==> config.mk <==
export PLATFORM = sky130hd
export DESIGN_NAME = float_mult_pipe
export DESIGN_NICKNAME = d
export VERILOG_FILES = /design/src/rtl/float_mult_pipe.sv
export SDC_FILE = /design/constraint.sdc
export NUM_CORES = 1
export LEC_CHECK = 0
export BUFFER_PORTS_ARGS = -buffer_cell sky130_fd_sc_hd__buf_2
export CAP_MARGIN = 20
export CORE_MARGIN = 1
export CORE_UTILIZATION = 50
export DETAILED_ROUTE_END_ITERATION = 16
export GPL_ROUTABILITY_DRIVEN = 0
export PLACE_DENSITY = 0.7
export RECOVER_POWER = 100
export SLEW_MARGIN = 25
export SYNTH_ARGS = -nofsm -noshare
export SYNTH_HDL_FRONTEND = slang
export SYNTH_SLANG_ARGS = --single-unit
==> constraint.sdc <==
create_clock -name clk_i -period 5.57 [get_ports clk_i]
set_input_delay 0.557 -clock clk_i [delete_from_list [all_inputs] [get_ports clk_i]]
set_output_delay 0.557 -clock clk_i [all_outputs]
set_load 0.01 [all_outputs]
==> src/rtl/float_mult_pipe.sv <==
// rtl/float_mult_pipe.sv - three-stage parametrised float multiplier with valid/ready stall and ovf/udf flags
// Define FLOAT_MULT_ROUND_EN for round-to-nearest-even; otherwise the product mantissa is truncated.
module float_mult_pipe #(
    parameter int EXP_W = 5,
    parameter int MAN_W = 6,
    localparam int W = 1 + EXP_W + MAN_W
) (
    input  logic         clk_i,
    input  logic         rst_i,
    input  logic         valid_i,
    output logic         ready_o,
    input  logic [W-1:0] data_1_i,
    input  logic [W-1:0] data_2_i,
    output logic         valid_o,
    input  logic         ready_i,
    output logic [W-1:0] data_mult_o,
    output logic         ovf_o,
    output logic         udf_o
);
    localparam int EW = EXP_W + 2;
    localparam int MW = MAN_W + 1;
    localparam int PW = 2 * MAN_W + 2;
    localparam logic signed [EW-1:0] BIAS = EW'((1 << (EXP_W - 1)) - 1);
    localparam logic signed [EW-1:0] EMAX = EW'((1 << EXP_W) - 1);
    localparam logic signed [EW-1:0] EMIN = EW'(1);

    // The whole pipe moves as one unit whenever the output slot is free or being consumed.
    logic adv;
    assign adv     = ready_i | ~valid_o;
    assign ready_o = adv;

    logic [EXP_W-1:0]     exp_a, exp_b;
    logic signed [EW-1:0] exp_sum;
    assign exp_a   = data_1_i[W-2:MAN_W];
    assign exp_b   = data_2_i[W-2:MAN_W];
    assign exp_sum = signed'({2'b00, exp_a}) + signed'({2'b00, exp_b}) - BIAS;

    logic                 s1_valid, s1_sign, s1_zero;
    logic signed [EW-1:0] s1_exp;
    logic [MW-1:0]        s1_ma, s1_mb;

    always_ff @(posedge clk_i or posedge rst_i) begin
        if (rst_i) begin
            s1_valid <= 1'b0;
            s1_sign  <= 1'b0;
            s1_zero  <= 1'b0;
            s1_exp   <= '0;
            s1_ma    <= '0;
            s1_mb    <= '0;
        end else if (adv) begin
            s1_valid <= valid_i;
            s1_sign  <= data_1_i[W-1] ^ data_2_i[W-1];
            s1_zero  <= (exp_a == '0) | (exp_b == '0);
            s1_exp   <= exp_sum;
            s1_ma    <= {1'b1, data_1_i[MAN_W-1:0]};
            s1_mb    <= {1'b1, data_2_i[MAN_W-1:0]};
        end
    end

    logic                 s2_valid, s2_sign, s2_zero;
    logic signed [EW-1:0] s2_exp;
    logic [PW-1:0]        s2_prod;

    always_ff @(posedge clk_i or posedge rst_i) begin
        if (rst_i) begin
            s2_valid <= 1'b0;
            s2_sign  <= 1'b0;
            s2_zero  <= 1'b0;
            s2_exp   <= '0;
            s2_prod  <= '0;
        end else if (adv) begin
            s2_valid <= s1_valid;
            s2_sign  <= s1_sign;
            s2_zero  <= s1_zero;
            s2_exp   <= s1_exp;
            s2_prod  <= PW'(s1_ma) * PW'(s1_mb);
        end
    end

    // Normalise: a product >= 2.0 shifts the field up one bit and bumps the exponent.
    logic                 norm_hi;
    logic [MAN_W-1:0]     man_n, man_r;
    logic signed [EW-1:0] exp_n, exp_r;
    assign norm_hi = s2_prod[PW-1];
    assign man_n   = norm_hi ? s2_prod[PW-2 -: MAN_W] : s2_prod[PW-3 -: MAN_W];
    assign exp_n   = s2_exp + EW'(norm_hi);

`ifdef FLOAT_MULT_ROUND_EN
    logic guard, sticky, round_up, carry;
    assign guard    = norm_hi ? s2_prod[MAN_W] : s2_prod[MAN_W-1];
    assign sticky   = norm_hi ? |s2_prod[MAN_W-1:0] : |s2_prod[MAN_W-2:0];
    assign round_up = guard & (sticky | man_n[0]);
    assign {carry, man_r} = {1'b0, man_n} + (MAN_W + 1)'(round_up);
    assign exp_r    = exp_n + EW'(carry);
`else
    logic unused_low;
    assign unused_low = ^s2_prod[MAN_W-1:0];
    assign man_r      = man_n;
    assign exp_r      = exp_n;
`endif

    logic [W-1:0] res_d;
    logic         ovf_d, udf_d;

    always_comb begin
        res_d = '0;
        ovf_d = 1'b0;
        udf_d = 1'b0;
        if (s2_valid && !s2_zero) begin
            if (exp_r > EMAX) begin
                res_d = {s2_sign, {EXP_W{1'b1}}, {MAN_W{1'b1}}};
                ovf_d = 1'b1;
            end else if (exp_r < EMIN) begin
                udf_d = 1'b1;
            end else begin
                res_d = {s2_sign, exp_r[EXP_W-1:0], man_r};
            end
        end
    end

    always_ff @(posedge clk_i or posedge rst_i) begin
        if (rst_i) begin
            valid_o     <= 1'b0;
            data_mult_o <= '0;
            ovf_o       <= 1'b0;
            udf_o       <= 1'b0;
        end else if (adv) begin
            valid_o     <= s2_valid;
            data_mult_o <= res_d;
            ovf_o       <= ovf_d;
            udf_o       <= udf_d;
        end
    end
endmodule

# ---- Word level (Yosys, flattened, before mapping)
# Cells that the tools add are included.
dict set report op_classes {
  reduce_logical 4
  bitwise 4
  mul 1
  muxes 9
  n_lt_le_gt_ge 2
  add_sub_neg 3
}
# operator n
set ops {}
lappend ops {{$mux W12} 3}
lappend ops {{$mul A7 B7 Y14} 1}
lappend ops {{$logic_not A5 Y1} 2}
lappend ops {{$add A7 B1 Y7} 1}
lappend ops {{$gt A7 B6 Y1 const B} 1}
lappend ops {{$lt A7 B2 Y1 const B} 1}
lappend ops {{$sub A6 B4 Y7 const B} 1}
lappend ops {{$add A5 B5 Y6} 1}
lappend ops {{$mux W6} 1}
lappend ops {{$mux W1} 5}
lappend ops {{$or A1 B1 Y1} 2}
lappend ops {{$logic_and A1 B1 Y1} 1}
lappend ops {{$logic_not A1 Y1} 1}
lappend ops {{$not A1 Y1} 1}
lappend ops {{$xor A1 B1 Y1} 1}
dict set report totals {
  ff_bits 63
  out_inout_bits 16
  wordCells 38
  in_bits 28
}

# ---- Logic depth before layout (Yosys ltp)
# Gate-level depths: netlist (run 1).
dict set report depth {
  depth_word 5
  depth_mapped 15
  mapped_depth_nobuf 15
}

# ---- Least setup slack after synthesis (run 1)
# Ideal clock, no wire load.
dict set report synth_path {
  kind {reg2reg}
  start {reg s1_ma[6]}
  end {reg s2_prod[11]}
  t_required_ps 5439
  setup_slack_ps 1254
  setup_ps 131
  path_buffers 1
  period_less_slack_ps 4316
  path_stages_with_launch 16
  t_arrival_ps 4186
  path_cell_list {dfrtp_1 -> clkbuf_1 -> nand2_1 -> fa_1 -> fa_1 -> inv_1 -> fa_1 -> inv_1 -> fa_1 -> inv_1 -> ha_1 -> and3_1 -> and3_1 -> a221oi_1 -> xor2_1 -> o21ai_1}
}
dict set report synth_via {
  elab_chain_cells 1
}
# element line
set synth_lines {}
lappend synth_lines {{start, declared} 40} ;# logic [MW-1:0] s1_ma, s1_mb;
lappend synth_lines {{start signal, assigned} 55} ;# s1_ma <= {1'b1, data_1_i[MAN_W-1:0]};
lappend synth_lines {{$mul A7 B7 Y14} 76} ;# s2_prod <= PW'(s1_ma) * PW'(s1_mb);
lappend synth_lines {{end signal, assigned} 76}
lappend synth_lines {{end, declared} 62} ;# logic [PW-1:0] s2_prod;
# Every way passes these cells.
# A chain may end at the register's enable or synchronous reset.

# ---- Worst setup path in the final report (run 1)
# Ends and elaborated chain as after synthesis.

==> summary.txt, run 1 <==
Routing
  – First-pass DRT Iterations: 4
  – Final ANT Viol Nets: 0
  – Wire length per cell: 14.0 um
  – Mean number of vias per cell: ~5.4
  – Via Count: between 3000 and 4000
  – Initial DRC count: 129
  – Remaining DRCs: 0
  – Final wirelength: 7.86 mm

Worst setup path
  – Crit. Startpoint: s1_ma[6]$_DFFE_PP0P_
  – Crit-path max cell delay: 0.59 ns
  – Crit path arrival time: between 4 and 5 ns
  – Crit-path max FO: 14
  – WS Path Type: reg2reg
  – Worst Setup Start Kind: flip-flop
  – Endpoint class of the critical path: flip-flop
  – Most Frequent Cell on Critical Path: fa_1
  – WP data required: 5.71 ns
  – FF-to-FF Start: s1_ma[6]$_DFFE_PP0P_
  – Crit-path slowest cell: dfrtp_1
  – Crit-path cells: nand2_1, fa_1, fa_1, inv_1, fa_1, inv_1, fa_1, inv_1, ha_1, and3_1, and3_1, a221oi_1, xor2_1, o21ai_0
  – R2r worst-path depth: 14

Finish
  – Nets@finish: 551
  – Synthesis-to-layout area growth: 8.87%
  – Layout cell share with drive strength beyond 1: 0.105
  – Antenna cells: 0

CTS
  – # hold bufs at CTS: 0
  – Clock buffer count from CTS: 5
  – Max H-tree Level: 2
  – Worst-path clk slew: about 0.11 ns
  – Clock Tree Buf Depth: 2
  – Number of post-CTS setup repair buffers: 0
  – Post-CTS sizing: 0
  – Clk sinks: 56
  – CTS root buf: clkbuf_8
  – Worst skew pair latency: roughly 0.32 ns
  – CTS tree: yes

Worst hold path
  – Hold Path Depth: 3
  – Min-Delay Startpoint: valid_i
  – Hold WC Path Type: in2reg

Logic synthesis
  – Post-Synthesis Cells: 422
  – Top cells by area, synth: dfrtp_1 34%, ha_1 13%, fa_1 12%
  – Mapped Nets: 515
  – Post-synth EDFFs: 0
  – Yosys warns: 0
  – Mapped cell area: 0.00408 mm2
  – Mux cell area share after synthesis: 0.0264
  – Post-synthesis xor/xnor area fraction: 0.0390
  – Simple-Gate Fraction of Synth Area: 0.206
  – Synth top cells by count: 100 x nand2_1, 56 x dfrtp_1, 41 x ha_1
  – Synth Area in Compound Gates: 0.0967
  – Synth area leader: dfrtp_1
  – FF+latch count, synth: 56
  – Most common cell in the netlist: nand2_1
  – Mean Syn Cell Area: ~9.7 um2
  – Post-synth top flop: dfrtp_1
  – Seq/Total Area, Yosys: 0.344
  – Main combinational cell family by area after synthesis: adder cells
  – Ys async rst share: 1.00
  – Yosys cell types: 47
  – Area share of the largest cell type after synthesis: 0.344
  – Post-synthesis adder-cell area fraction: 0.244

STA
  – Fmax: 0.223 GHz
  – Worst slew margin: -1.03
  – Finish-stage setup viols: 0
  – Slew @ Worst Pin: 3.05 ns
  – TNS Setup: 0 ns
  – Min Tclk post-route: 4.49 ns
  – Worst Skew: 0.00735 ns
  – RSZ-0062 raised after global routing: no
  – Final Hold Vio Count: 0
  – Period Utilization, post-route: 0.806
  – Max-slew violation count: 164

Global route
  – First-pass GRT wire length: around 14 mm
  – Pin count of the biggest net entering global routing: 57
  – Antenna violations before repair: 0
  – Vias in the first global route: 3063
  – Global route total overflow: 0
  – All-Layer GR Usage: 0.202

Pwr
  – Power Dens Cells: 672 mW/mm2
  – Register share of total power: 0.233
  – Peak ir drop on the vdd network: 413 uV
  – Leak: 2.19 nW
  – Logic pwr share: 0.686
  – Switching Power: between 1 and 1.5 mW
  – Int Pwr: 1.54 mW
  – Power, Total: just under 3 mW
  – Sw frac: 0.485
  – Clk pwr share: 0.081

Job
  – Max Cap Violations: 4

Placement
  – Dpl hpwl: 5.75 mm
  – Port Buf Inserts: 43

Die
  – Die height: 92.3 um
  – I/O pin total: 44
  – Core area: 0.00781 mm2
  – Std cell rows: 32
  – Starting Density: 0.522
  – Die area: 0.00852 mm2
  – Chip width: 92.3 um

Outcome
  – Run status: complete, but fails checks
  – Failing checks: capacitance limit, slew limit
==> layer usage <==
metal  vias up  wire (um)  part of all wire  track usage
li1       1492          -                 -            -
met2        56       3740              0.48        0.339
met1      1459       3730              0.47        0.265
met5         -          0                 0            0
met4         0        132             0.017       0.0716
met3        10        255             0.032       0.0315
==> area by class of cell <==
class,count,area [um2]
clock buffer,5,68.8
fill,727,3370
timing repair buffer,46,206
clock inverter,3,26.3
tap,102,128
inverter,28,105
sequential,56,1400
multi-input combinational,321,2500
==> worst paths after layout <==
| path | endpoint | slack, ns |
|---|---|---|
| setup / recovery | s2_prod[11]$_DFFE_PP0P_ | 1.08 |
| hold / removal | s1_valid$_DFFE_PP0P_ | 0.43 |
| setup reg to reg | s2_prod[11]$_DFFE_PP0P_ | 1.08 |
| hold reg to reg | s1_valid$_DFFE_PP0P_ | 0.48 |
| max in group asynchronous | s1_mb[0]$_DFFE_PP0P_ | 2.48 |
| min in group asynchronous | s1_valid$_DFFE_PP0P_ | 1.38 |
==> cell families (layout without fill, tap and decap cells) <==
kind of cell	Yosys count	after routing
flip-flops	56	56
AO/OA/AOI/OAI	57	57
buffers and inverters	45	82
XOR/XNOR	16	16
AND/OR/NAND/NOR	173	173
adder cells (fa/ha/maj)	65	65
multiplexers	10	10
==> state kept, by name, summed over array words and instances (netlist names) <==
register	count
udf_o	1
s1_ma	7
s1_zero	1
s2_zero	1
s1_sign	1
s2_prod	8
data_mult_o	12
s2_exp	7
s2_sign	1
s1_exp	7
ovf_o	1
s1_valid	1
s1_mb	6
valid_o	1
s2_valid	1
==> metrics by stage <==
stage                     hold slack, ns  worst slack (ns)  cells  utilization  area (um2)
after floorplan                    0.430              1.25    422            -        4080
final                              0.427              1.08    561        0.568        4440
after CTS                          0.420              1.12    561        0.572        4470
after detailed placement           0.454              1.14    553        0.560        4370
after global placement             0.441              1.23    553        0.560        4370
after global routing               0.422             0.807    561        0.568        4440
==> power by group through the flow <==
stage          clock, mW  combinational [mW]  sequential, mW
2_1_floorplan          0                1.62           0.672
3_3_place_gp           0                1.97           0.694
3_5_place_dp           0                2.05           0.700
4_1_cts            0.248                2.07           0.693
5_1_grt            0.263                2.34           0.717
6_report           0.242                2.04           0.695
==> cells in the final DEF, fill, tap and decap left out, types with 3 or more instances in the layout <==
cell,Yosys,final
fa_1,24,24
nand4_1,3,3
dfrtp_1,56,56
xor2_1,7,7
xnor2_1,8,8
nand2_1,100,100
a21o_1,3,3
and3_1,3,3
nor4_1,4,4
a221o_1,11,11
clkbuf_8,0,5
clkbuf_1,9,19
a21oi_1,14,14
and2_1,35,35
ha_1,41,41
inv_1,27,27
nand3_1,3,3
nand2b_1,3,3
buf_2,1,27
nor2_1,11,11
mux2_2,6,6
o21ai_0,12,14
mux2i_1,4,4
==> worst max-delay path: cells and delay by family, from the launching register on <==
family,cells,cell delay [ns]
AND/OR/NAND/NOR,3,0.56
XOR/XNOR,1,0.16
flip-flops,1,0.59
adder cells (fa/ha/maj),5,2.43
AO/OA/AOI/OAI,2,0.40
buffers and inverters,3,0.15
Power figures use the tool's default switching activity.
==> inputs of run 2 (changes only) <==
ABC_AREA = 1   (was default)
PLACE_DENSITY = 0.72   (was 0.7)
clock period = 4 ns   (was 5.57 ns; I/O delays follow)
==> run 2 against run 1 <==
  * Count of clock-buffer cells in the layout up 1
  * Critical path depth up 6
  * Sequential share of layout area down 1.5 points
  * Setup slack worse by 0.91 ns
  * The run still ends with capacitance limit, slew limit left
  * Sequential power up 30%
  * Die area up 4.2%
  * Total power up 39%
  * Final cell count up 24%
==> summary.txt, run 2 <==
Global route
  – First-pass GRT wire length: 14.2 mm (+3.8%)
  – Vias in the first global route: 3331 (+8.7%)
  – All-Layer GR Usage: 0.202 (-0.000610)
  – Global route total overflow: 0 (unchanged)
  – Antenna violations before repair: 0 (unchanged)
  – Pin count of the biggest net entering global routing: 59 (+3.5%)

Finish
  – Nets@finish: 682 (+24%)
  – Layout cell share with drive strength beyond 1: 0.102 (-0.00288)
  – Commonest non-fill, non-tap cell in the layout: nand2_1
  – Final core occ: 0.567 (-0.00119)
  – Max reg flops: 12 (unchanged)
  – Biggest register: data_mult_o
  – Synthesis-to-layout area growth: 9.59%
  – Commonest non-fill, non-tap cells in the layout: 202 x nand2_1, 89 x inv_1, 56 x dfrtp_1, 40 x ha_1, 30 x nand3_1
  – Antenna cells: 0 (unchanged)
  – Fin cells: 695 (+24%)
  – Regs by FF count: data_mult_o x12, s2_prod x8

CTS
  – Clock Tree Buf Depth: 2 (unchanged)
  – CTS tree: yes
  – CTS root buf: clkbuf_8
  – Worst-path clk slew: 0.10 ns (about the same)
  – Worst skew pair latency: 0.31 ns (about the same)
  – # hold bufs at CTS: 0 (unchanged)
  – Clk sinks: 56 (unchanged)
  – Max H-tree Level: 2 (unchanged)
  – Clock buffer count from CTS: 5 (unchanged)

Routing
  – Remaining DRCs: 0 (unchanged)
  – First-pass DRT Iterations: 4 (unchanged)
  – Final wirelength: 8.27 mm (+5.2%)
  – Initial DRC count: 133 (+3.1%)
  – Final ANT Viol Nets: 0 (unchanged)
  – Via Count: 3413 (+13%)
  – Wire length per cell: 11.9 um (-15%)
  – Mean number of vias per cell: 4.91 (-8.7%)

Worst setup path
  – Most Frequent Cell on Critical Path: nand2_1
  – Crit-path max FO: 5 (-9)
  – Crit-path cells: nand2_1, inv_1, fa_1, inv_1, fa_1, inv_1, fa_1, inv_1, fa_1, inv_1, ha_4, nand2_1, nor2_1, nor2_1, o21ai_1, nand2_1, nand2_1, nand2_1, nand3_2, nand2_1
  – WP data required: 4.21 ns (-1.50 ns)
  – Crit path max-delay family: adder cells
  – Crit-path max cell delay: 0.52 ns (-0.07 ns)
  – Endpoint class of the critical path: flip-flop
  – Crit path arrival time: 4.05 ns (-0.58 ns)
  – WS Path Type: reg2reg
  – Worst Setup Start Kind: flip-flop
  – Buffers & Inverters on Critical Path: 5 (+2)
  – Crit-path slowest cell: fa_1

Pwr
  – Switching Power: 2.08 mW (+44%)
  – Int Pwr: 2.07 mW (+34%)
  – Clk pwr share: 0.075 (-0.006)
  – Logic pwr share: 0.707 (+0.021)
  – Power Dens Cells: 890 mW/mm2 (+32%)
  – Leak: 2.74 nW (+25%)
  – Peak ir drop on the vdd network: 401 uV (-3.0%)
  – Register share of total power: 0.218 (-0.015)
  – Sw frac: 0.502 (+0.0173)

Placement
  – Port Buf Inserts: 43 (unchanged)
  – Worst slack, placed: 0.0913 ns (-1.05 ns)
  – Placed cell count: 687 (+24%)
  – Dpl hpwl: 6.38 mm (+11%)

Logic synthesis
  – Synth Area in Compound Gates: 0.0433 (-0.0535)
  – Yosys cell types: 29 (-38%)
  – Mux cell area share after synthesis: 0.00795 (-0.0185)
  – Post-Synthesis Cells: 545 (+29%)
  – Post-synthesis adder-cell area fraction: 0.234 (-0.0101)
  – Area share of the largest cell type after synthesis: 0.330 (-0.0143)
  – Seq/Total Area, Yosys: 0.330 (-0.0143)
  – Mean Syn Cell Area: 7.80 um2 (-19%)
  – FF+latch count, synth: 56 (unchanged)
  – Synth area leader: dfrtp_1
  – Simple-Gate Fraction of Synth Area: 0.254 (+0.0486)
  – Mapped cell area: 0.00425 mm2 (+4.3%)
  – Ys async rst share: 1.00 (unchanged)
  – Top cells by area, synth: dfrtp_1 33%, nand2_1 18%, ha_1 12%
  – Post-synth EDFFs: 0 (unchanged)
  – Post-synth top flop: dfrtp_1
  – Yosys warns: 0 (unchanged)
  – Post-synthesis xor/xnor area fraction: 0.0244 (-0.0146)
  – Main combinational cell family by area after synthesis: simple AND/OR/NAND/NOR gates
  – Most common cell in the netlist: nand2_1
  – Mapped Nets: 638 (+24%)
  – Synth top cells by count: 200 x nand2_1, 89 x inv_1, 56 x dfrtp_1

Die
  – Die area: 0.00888 mm2 (+4.2%)
  – Std cell rows: 33 (+3.1%)
  – Core area: 0.00822 mm2 (+5.2%)
  – I/O pin total: 44 (unchanged)
  – Chip width: 94.2 um (+2.1%)
  – Die height: 94.2 um (+2.1%)
  – Starting Density: 0.517 (-0.00452)

STA
  – Fmax: 0.261 GHz (+17%)
  – Max-slew violation count: 57 (-65%)
  – Finish-stage setup viols: 0 (unchanged)
  – Slew @ Worst Pin: 2.92 ns (-0.131 ns)
  – Worst slew margin: -0.945 (+0.0872)
  – Final Hold Vio Count: 0 (unchanged)
  – TNS Setup: 0 ns (unchanged)
  – Min Tclk post-route: 3.83 ns (-0.657 ns)
  – Worst Skew: 0.00603 ns (-0.00132 ns)
  – Final Worst Setup Slack: 0.167 ns (-0.913 ns)
  – Period Utilization, post-route: 0.958 (+0.152)

Worst hold path
  – Hold WC Path Type: in2reg

Outcome
  – Run status: complete, but fails checks
  – Failing checks: capacitance limit, slew limit

Job
  – Max Cap Violations: 1 (-3)
-- run 2: cell count changes after synthesis, sizes merged, moves of 10 or more --
cell,change
o21ai,+10
nand3,+29
inv,+62
a221o,-11
nand2,+103
and2,-35
-- run 2: path summary, 6_finish.rpt --
path                       slack (ns)  cells after the start            startpoint                         end
setup / recovery                 0.17                     20  s1_ma[3]$_DFFE_PP0P_     s2_prod[11]$_DFFE_PP0P_
hold / removal                   0.27                      3           data_1_i[0]        s1_ma[0]$_DFFE_PP0P_
setup reg to reg                 0.17                     20  s1_ma[3]$_DFFE_PP0P_     s2_prod[11]$_DFFE_PP0P_
hold reg to reg                  0.48                      2   s1_sign$_DFFE_PP0P_         s2_sign$_DFFE_PP0P_
max in group asynchronous        1.18                      3                 rst_i        s1_mb[1]$_DFFE_PP0P_
min in group asynchronous        1.18                      3                 rst_i  data_mult_o[3]$_DFFE_PP0P_
-- run 2: worst min-delay path, cell delays in order --
cell and delay, ns:
buf_2 0.07, nand2_1 0.04, nand2_1 0.04
-- run 2: area by class of cell --
type	count	area [um2]
Sequential cell	56	1400
Timing Repair Buffer	59	307
Clock inverter	2	16.3
Fill cell	780	3560
Clock buffer	6	72.6
Multi-Input combinational cell	378	2400
Inverter	89	334
Tap cell	105	131
-- run 2: what timing repair did --
action / 4_1_cts / 5_1_grt
setup endpoints to repair: 0 / 5
setup buffers: 0 / 0
resized for setup: 0 / 4
-- run 2: routing by layer --
layer  global-route usage  vias to the layer above  part of all wire
li1                     -                     1747                 -
met1                0.259                     1582              0.48
met2                0.348                       69              0.47
met3               0.0380                       15             0.037
met4               0.0500                        0             0.016
met5                    0                        -                 0
-- run 2: through the flow --
| step | total power, mW | hold slack [ns] | instance area, um2 |
|---|---|---|---|
| finish | 4.15 | 0.271 | 4660 |
| global route | 4.66 | 0.273 | 4660 |
| CTS | 4.13 | 0.268 | 4690 |
| floorplan | 3.15 | 0.442 | 4250 |
| global placement | 3.69 | 0.456 | 4610 |
| detailed placement | 3.78 | 0.460 | 4610 |
-- run 2: cells by family after synthesis --
family | after synthesis
AOI/OAI and AO/OA | 36
xor gates and xnor gates | 11
adders and majority gates | 65
buffers and inverters | 111
DFF | 56
muxes | 3
and+or+nand+nor | 263
-- run 2: power by group through the flow --
stage,logic (mW),clock network [mW],registers (mW)
floorplan,2.25,0,0.900
global placement,2.78,0,0.903
detailed placement,2.87,0,0.916
CTS,2.90,0.325,0.904
global route,3.39,0.343,0.927
finish,2.93,0.312,0.904
==> inputs of run 3 (changes only) <==
CTS_BUF_LIST = sky130_fd_sc_hd__clkbuf_4 sky130_fd_sc_hd__clkbuf_8 sky130_fd_sc_hd__clkbuf_16   (was default)
==> run 3 against run 2 <==
  * The flow still finishes with violations (capacitance limit, slew limit)
  * Fmax is essentially flat
  * Clock skew is essentially flat
  * Worst hold slack about the same
  * Sequential cell count stayed put
  * First-iteration DRC count did not move
  * Wire length is essentially flat
  * Via count unchanged
  * Total power increased by 0.16%
  * Setup slack hardly changed
  * Sequential share of layout area about the same
  * Combinational power barely moved
  * Sequential power hardly changed
  * Largest power group unchanged
  * Highest routed layer unchanged
==> summary.txt, run 3 (synthesis gave the netlist of run 2 again) <==
Outcome
  – Run status: complete, but fails checks
  – Failing checks: capacitance limit, slew limit

Worst setup path
  – Crit path arrival time: 4.05 ns (about the same)
  – FF-to-FF End: s2_prod[11]$_DFFE_PP0P_
  – CP endpoint: s2_prod[11]$_DFFE_PP0P_
  – Crit. Startpoint: s1_ma[3]$_DFFE_PP0P_
  – R2r setup slk: 0.17 ns (about the same)
  – WS Path Type: reg2reg
  – Endpoint class of the critical path: flip-flop
  – Worst Setup Start Kind: flip-flop
  – WP data required: 4.21 ns (about the same)
  – R2r worst-path depth: 20 (unchanged)
  – Crit-path max FO: 5 (unchanged)
  – FF-to-FF Start: s1_ma[3]$_DFFE_PP0P_

Die
  – Chip width: 94.2 um (unchanged)
  – Std cell rows: 33 (unchanged)
  – I/O pin total: 44 (unchanged)
  – Starting Density: 0.517 (unchanged)
  – Die area: 0.00888 mm2 (unchanged)
  – Die height: 94.2 um (unchanged)
  – Core area: 0.00822 mm2 (unchanged)

CTS
  – CTS root buf: clkbuf_8
  – Clock buffer count from CTS: 5 (unchanged)
  – Worst-path clk slew: 0.10 ns (about the same)
  – Clock Tree Buf Depth: 2 (unchanged)
  – Worst skew pair latency: 0.31 ns (about the same)
  – # hold bufs at CTS: 0 (unchanged)
  – Clk sinks: 56 (unchanged)
  – Number of post-CTS setup repair buffers: 0 (unchanged)
  – CTS tree: yes
  – Max H-tree Level: 2 (unchanged)

Finish
  – Commonest non-fill, non-tap cell in the layout: nand2_1
  – Commonest non-fill, non-tap cells in the layout: 202 x nand2_1, 89 x inv_1, 56 x dfrtp_1, 40 x ha_1, 30 x nand3_1
  – Nets@finish: 682 (unchanged)
  – Layout cell share with drive strength beyond 1: 0.103 (+0.00169)
  – Synthesis-to-layout area growth: 9.68% (about the same)
  – Fill cells: 780 (unchanged)
  – Biggest register: data_mult_o
  – Max reg flops: 12 (unchanged)
  – Final instance area: 0.00466 mm2 (about the same)
  – Antenna cells: 0 (unchanged)
  – Regs by FF count: data_mult_o x12, s2_prod x8
  – Final core occ: 0.568 (about the same)

Routing
  – Via Count: 3413 (unchanged)
  – Routed length on met1: 3.93 mm (-0.18%)
  – Initial DRC count: 133 (unchanged)
  – Wire length per cell: 11.9 um (about the same)
  – Final wirelength: 8.26 mm (about the same)
  – Remaining DRCs: 0 (unchanged)
  – First-pass DRT Iterations: 4 (unchanged)
  – Final ANT Viol Nets: 0 (unchanged)
  – Mean number of vias per cell: 4.91 (unchanged)
  – Top layer in use: met4
  – Met3 Routed Length: 303 um (unchanged)
  – Met2 routed WL: 3.89 mm (unchanged)

Placement
  – Dpl hpwl: 6.38 mm (unchanged)
  – Placed Instance Area: 0.00461 mm2 (unchanged)
  – Worst slack, placed: 0.0913 ns (unchanged)
  – Port Buf Inserts: 43 (unchanged)

Pwr
  – Leak: 2.75 nW (+0.12%)
  – Peak ir drop on the vdd network: 401 uV (about the same)
  – Power, Total: 4.15 mW (+0.16%)
  – Power Dens Cells: 891 mW/mm2 (about the same)

STA
  – Slew @ Worst Pin: 2.92 ns (+0.0000253 ns)
  – Final Hold Vio Count: 0 (unchanged)
  – Max-slew violation count: 57 (unchanged)
  – Fmax: 0.261 GHz (about the same)
  – Worst Skew: 0.00603 ns (+0.000000330 ns)
  – Period Utilization, post-route: 0.958 (about the same)
  – Final Worst Setup Slack: 0.167 ns (+0.000275 ns)
  – Worst slew margin: -0.945 (about the same)
  – Finish-stage setup viols: 0 (unchanged)
  – Min Tclk post-route: 3.83 ns (-0.000275 ns)

Global route
  – Pin count of the biggest net entering global routing: 59 (unchanged)
  – Global route total overflow: 0 (unchanged)
  – Vias in the first global route: 3331 (unchanged)
  – All-Layer GR Usage: 0.202 (unchanged)
  – First-pass GRT wire length: 14.2 mm (unchanged)
  – Antenna violations before repair: 0 (unchanged)

Worst hold path
  – Hold WC Path Type: in2reg

Job
  – Max Cap Violations: 1 (unchanged)
## run 3: area by class of cell
| cell class | count | area [um2] | area share |
|---|---|---|---|
| Multi-Input combinational cell | 378 | 2400 | 0.514 |
| Sequential cell | 56 | 1400 | 0.301 |
| Inverter | 89 | 334 | 0.0716 |
| Timing Repair Buffer | 59 | 307 | 0.0657 |
| Tap cell | 105 | 131 | 0.0282 |
| Clock buffer | 6 | 76.3 | 0.0164 |
| Clock inverter | 2 | 16.3 | 0.00349 |
## run 3: per-layer routing
layer	track usage	vias up
met2	0.348	69
met1	0.259	1582
met5	0	-
li1	-	1747
met3	0.0380	15
met4	0.0500	0
## run 3: worst max-delay path, stage by stage, from the launching register on
cell and delay (ns):
dfrtp_1 0.40, nand2_1 0.07, inv_1 0.05, fa_1 0.52
inv_1 0.05, fa_1 0.48, inv_1 0.05, fa_1 0.52
inv_1 0.05, fa_1 0.52, inv_1 0.06, ha_4 0.29
nand2_1 0.07, nor2_1 0.12, nor2_1 0.05, o21ai_1 0.11
nand2_1 0.10, nand2_1 0.06, nand2_1 0.06, nand3_2 0.06
nand2_1 0.04
## run 3: how the worst min path moves through the flow
stage                     startpoint                    end  slack (ns)  cells past startpoint
2_1_floorplan  s1_exp[0]$_DFFE_PP0P_  s2_exp[0]$_DFFE_PP0P_        0.44                      2
3_3_place_gp     s1_sign$_DFFE_PP0P_    s2_sign$_DFFE_PP0P_        0.46                      2
3_5_place_dp     s1_sign$_DFFE_PP0P_    s2_sign$_DFFE_PP0P_        0.46                      2
4_1_cts                  data_1_i[2]   s1_ma[2]$_DFFE_PP0P_        0.27                      3
5_1_grt                  data_2_i[2]   s1_mb[2]$_DFFE_PP0P_        0.27                      3
6_report                 data_1_i[0]   s1_ma[0]$_DFFE_PP0P_        0.27                      3
## run 3: power breakdown
group          internal (mW)  switching, mW  total, mW  leakage [nW]
clock network          0.132          0.187      0.319        0.0448
logic                   1.17           1.76       2.93          2.01
registers              0.771          0.132      0.904         0.692
total                   2.07           2.08       4.15          2.75
## run 3: repair_timing
action	in CTS	in global routing
gates resized for setup	0	4
endpoints found under the hold margin	0	0
endpoints found under the setup margin	0	5
## run 3: per-stage QoR
step	instances	TNS [ns]	hold WS [ns]
finish	695	0	0.271
CTS	695	0	0.268
global route	695	-0.0142	0.273
floorplan	545	0	0.442
detailed placement	687	0	0.460
global placement	687	0	0.456
